==> src/rtl/cla_sub_8bit_seq.sv <==
// Sequential carry-lookahead subtractor: diff = a - b - bin, resolved one
// SLICE-bit lookahead slice per cycle, LSB first, behind valid/ready handshakes.
module cla_sub_8bit_seq #(
    parameter int WIDTH = 8,
    parameter int SLICE = 4
) (
    input  logic             clk,
    input  logic             rst_n,
    input  logic             in_valid,
    output logic             in_ready,
    input  logic [WIDTH-1:0] a,
    input  logic [WIDTH-1:0] b,
    input  logic             bin,
    output logic             out_valid,
    input  logic             out_ready,
    output logic [WIDTH-1:0] diff,
    output logic             bout,
    output logic             ovf
);

    localparam int NSLICE = WIDTH / SLICE;
    localparam int CNT_W  = (NSLICE > 1) ? $clog2(NSLICE) : 1;

    typedef enum logic [1:0] {IDLE, CALC, DONE} state_t;

    state_t             state;
    logic [WIDTH-1:0]   a_r;
    logic [WIDTH-1:0]   nb_r;
    logic               carry;
    logic [CNT_W-1:0]   cnt;

    logic [SLICE-1:0]   a_s;
    logic [SLICE-1:0]   nb_s;
    logic [SLICE-1:0]   p;
    logic [SLICE-1:0]   g;
    logic [SLICE:0]     c;
    logic [SLICE-1:0]   sum;
    logic [WIDTH-1:0]   diff_next;
    logic               last_slice;

    // Slice select and write-back use constant indices per slice so that the
    // running count only ever drives a compare, never a part-select.
    always_comb begin
        a_s       = '0;
        nb_s      = '0;
        diff_next = diff;
        for (int unsigned s = 0; s < NSLICE; s++) begin
            if (cnt == CNT_W'(s)) begin
                a_s  = a_r[s*SLICE +: SLICE];
                nb_s = nb_r[s*SLICE +: SLICE];
            end
        end
        p    = a_s ^ nb_s;
        g    = a_s & nb_s;
        c    = '0;
        c[0] = carry;
        for (int unsigned i = 0; i < SLICE; i++) begin
            c[i+1] = g[i] | (p[i] & c[i]);
        end
        sum = p ^ c[SLICE-1:0];
        for (int unsigned s = 0; s < NSLICE; s++) begin
            if (cnt == CNT_W'(s)) begin
                diff_next[s*SLICE +: SLICE] = sum;
            end
        end
        last_slice = (cnt == CNT_W'(NSLICE - 1));
    end

    always_ff @(posedge clk or negedge rst_n) begin
        if (!rst_n) begin
            state     <= IDLE;
            in_ready  <= 1'b1;
            out_valid <= 1'b0;
            diff      <= '0;
            bout      <= 1'b0;
            ovf       <= 1'b0;
            cnt       <= '0;
            carry     <= 1'b0;
            a_r       <= '0;
            nb_r      <= '0;
        end else begin
            case (state)
                IDLE: begin
                    if (in_valid && in_ready) begin
                        a_r      <= a;
                        nb_r     <= ~b;
                        carry    <= ~bin;
                        cnt      <= '0;
                        in_ready <= 1'b0;
                        state    <= CALC;
                    end
                end
                CALC: begin
                    diff  <= diff_next;
                    carry <= c[SLICE];
                    cnt   <= cnt + 1'b1;
                    if (last_slice) begin
                        // nb_r holds ~b, so b's sign bit is its complement.
                        bout      <= ~c[SLICE];
                        ovf       <= (a_r[WIDTH-1] ^ ~nb_r[WIDTH-1]) &
                                     (a_r[WIDTH-1] ^ diff_next[WIDTH-1]);
                        out_valid <= 1'b1;
                        state     <= DONE;
                    end
                end
                DONE: begin
                    if (out_ready) begin
                        out_valid <= 1'b0;
                        in_ready  <= 1'b1;
                        state     <= IDLE;
                    end
                end
                default: begin
                    state     <= IDLE;
                    in_ready  <= 1'b1;
                    out_valid <= 1'b0;
                end
            endcase
        end
    end

endmodule

==> config.mk <==
export PLATFORM = sky130hd
export DESIGN_NAME = cla_sub_8bit_seq
export DESIGN_NICKNAME = d
export VERILOG_FILES = /design/src/rtl/cla_sub_8bit_seq.sv
export SDC_FILE = /design/constraint.sdc
export NUM_CORES = 1
export LEC_CHECK = 0
export CAP_MARGIN = 20
export CORE_MARGIN = 1.5
export CORE_UTILIZATION = 43
export DETAILED_ROUTE_END_ITERATION = 12
export HOLD_SLACK_MARGIN = 0.02
export PLACE_DENSITY = 0.68
export SYNTH_ARGS = -nofsm -noshare
export SYNTH_HDL_FRONTEND = slang
export SYNTH_SLANG_ARGS = --single-unit
==> constraint.sdc <==
create_clock -name clk -period 3.9 [get_ports clk]
set_input_delay 0.975 -clock clk [delete_from_list [all_inputs] [get_ports clk]]
set_output_delay 0.975 -clock clk [all_outputs]
set_load 0.05 [all_outputs]
==> results_dict.tcl <==
set metrics [dict create \
    crit_required_ps 4140 \
    ys_seq_area_frac 0.5653 \
    gp_congestion 0.7478 \
    die_w_microns 60.44 \
    clk_path_buf_depth 2 \
    power.leakage_nw 0.8561 \
    drt_iter0_drc 38 \
    clock.fmax_mhz 325.1 \
    slew_headroom 0.6683 \
    hpwl_microns 1996 \
    drv_cap 0 \
    path_class "reg2reg" \
    final_antenna_net_count 0 \
    vdd_drop_max_uv 279.8 \
    yosysWarnings 0 \
    grt_start_max_net_pins 33 \
    worstPathArrival_ps 3310 \
    yosys-top-cells-area "dfrtp_1, nand2_1, fa_1" \
    overflow 0 \
    worstSkewPairLatency_ps 330 \
    worst-path-max-fanout 12 \
    avgSynthCellArea_sq_um 10.75 \
    endpoint_kind "register" \
    cpPeakStageDelay_ps 660 \
    first_global_vias 1045 \
    period_share 0.7887 \
    num_vias 1050 \
    clk_pin_slew_ps 100 \
    die_h_microns 60.44 \
    critPathBufInv 2 \
    cts_sinks 32 \
    synth_area_sq_mm 0.001419 \
    cts_setup_buffers 0 \
    grt_pass1_wl_microns 4567 \
    instances_no_fill 212 \
    track_usage 0.1753 \
    dr.pass1.iters 4 \
    finalMaxSlewViolations 0 \
    r2r_start "cnt" \
    initial_utilization 0.4573 \
    cts_resized 0 \
    met1_length_microns 1143 \
    postLayoutCoreUtil 0.5907 \
    syn2layout_area_growth_pct 29.19 \
    ys_types 24 \
    drive_gt1_frac 0.1131 \
    wl_microns 2632 \
    cp-start-kind "register" \
    hold_viol 0 \
    rsz0062_at_grt "false" \
    fin_skew_ps 10.42 \
    cts_hold_buf 0 \
    ys_ff_latch 32 \
    routed.top_layer "met4" \
    vias_per_cell 4.953 \
    setup_violations 0 \
    wl_met3_microns 157 \
    synth_top_cell_area_share 0.5467 \
    wl_met2_microns 1283 \
    wl_per_cell_microns 12.42 \
    cts_tree "done" \
    insertedDiodeCount 0 \
    cpMaxStageDelayCell "dfrtp_1" \
    holdCritStartpoint "a_r[6]" \
    crit_start "cnt" \
    syn-instance-count 132 \
    worst-slew-pin-transition_ps 496.0 \
    cts_root_buffer "clkbuf_4" \
    outcome "finished clean" \
    dpl.cell_count 204 \
    synth_top_area_cell "dfrtp_1" \
    portBuffers 32 \
    antenna_found_initial 0 \
    syn-num-nets 157 \
    crit_family "adder cells" \
    crit_chain "mux2i_1 -> fa_1 -> inv_1 -> fa_1 -> fa_1 -> inv_1 -> fa_1 -> nor3_1 -> nor2_1 -> o21ai_0" \
    boundaryPins 33 \
    rows 20 \
    powerDensity_mw_per_mm2 844.0 \
    fin_nets 192 \
    htree_levels 2 \
    cts_buffers 5 \
    hp-class "reg2reg" \
    fp.dieArea_sq_mm 0.003653 \
    cp_common_cell "fa_1" \
    drcViolationCount 0 \
    tns_ps 0 \
    fp.coreArea_sq_mm 0.003103 \
    layout_min_cycle_time_ps 3076 \
    nFillCells 281 \
]
-- per-stage QoR --
step	worst slack [ps]	power, W	hold WS [ps]	area [sq um]
after floorplan	1216	0.001138	440.1	1419
after global placement	1070	0.001335	461.4	1774
after detailed placement	845.6	0.001373	459.9	1774
after CTS	819.8	0.001564	484.7	1833
after global routing	577.4	0.001682	518.9	1833
final	823.9	0.001547	479.6	1833
-- cell families after synthesis --
logic type               count (synthesis)  share of synthesized area
flip-flops                              32                     0.5653
adder cells (fa/ha/maj)                  4                    0.05644
AO/OA/AOI/OAI                           17                    0.06261
multiplexers                            13                     0.1049
buffers and inverters                   10                    0.03792
AND/OR/NAND/NOR                         56                     0.1728
-- metal layers --
metal | GRT usage | vias up
li1 | - | 505
met1 | 0.2069 | 501
met2 | 0.2826 | 38
met3 | 0.07249 | 6
met4 | 0.07764 | 0
met5 | 0 | -
-- cell usage after synthesis --
cell type / count
fa_1: 4
and3_1: 1
dfstp_2: 1
o21ai_0: 14
dfrtp_1: 31
nand3_1: 2
mux2_4: 2
nand4bb_1: 1
mux2_2: 7
or3b_1: 1
mux2i_1: 4
nor2_1: 3
nand3b_1: 1
nand2_1: 42
o221ai_1: 1
inv_1: 3
buf_4: 1
buf_6: 1
buf_2: 4
clkbuf_1: 1
nor4bb_1: 1
nand2b_1: 2
a21oi_1: 2
nor3_1: 2
-- cell type report --
cell class | instances | area [sq um] | area share
inverter | 3 | 11.26 | 0.006143
clock buffer | 8 | 58.81 | 0.03208
tap | 44 | 55.05 | 0.03003
multi-input combinational | 90 | 563.0 | 0.3072
timing repair buffer | 35 | 342.8 | 0.1870
sequential | 32 | 802.0 | 0.4375
-- worst reg2reg max path: cells and delay by family (launching register included) --
family	cells	cell delay, ps
muxes	1	340
buffers and inverters	2	140
adders and majority gates	4	1450
AOI/OAI and AO/OA	1	150
DFF	1	660
and+or+nand+nor	2	260
-- cells in the final DEF, fill, tap and decap left out, types with 2 or more instances in the layout --
cell | netlist | layout
nand2_1 | 42 | 42
clkdlybuf4s50_1 | 0 | 32
dfrtp_1 | 31 | 31
o21ai_0 | 14 | 14
mux2_2 | 7 | 7
clkbuf_4 | 0 | 5
mux2i_1 | 4 | 4
fa_1 | 4 | 4
inv_1 | 3 | 3
nor2_1 | 3 | 3
buf_4 | 1 | 3
mux2_4 | 2 | 2
nand2b_1 | 2 | 2
a21oi_1 | 2 | 2
nor3_1 | 2 | 2
nand3_1 | 2 | 2
clkbuf_1 | 1 | 2
-- worst paths after layout --
kind / end / slack [ps] / depth (start not counted)
worst min-delay path: a_r[6] / 480 / 2
worst max register to register: ovf / 820 / 10
max in group asynchronous: in_ready / 2550 / 2
min in group asynchronous: a_r[1] / 1030 / 2
worst min register to register: a_r[6] / 480 / 2
worst max-delay path: ovf / 820 / 10
-- report_power, final --
| group | internal, W | switching (W) | total, W | leakage, nW |
|---|---|---|---|---|
| Sequential | 0.000478 | 0.000115 | 0.000594 | 0.400 |
| Combinational | 0.000326 | 0.000435 | 0.000761 | 0.424 |
| Clock | 0.0000889 | 0.000103 | 0.000192 | 0.0326 |
| Total | 0.000894 | 0.000653 | 0.00155 | 0.856 |
-- sequential cells by signal, summed over array words and instances (netlist names) --
name / count
a_r: 8
diff: 8
nb_r: 8
state: 2
bout: 1
carry: 1
cnt: 1
in_ready: 1
out_valid: 1
ovf: 1
No activity file was read; power rests on OpenSTA's default activity.
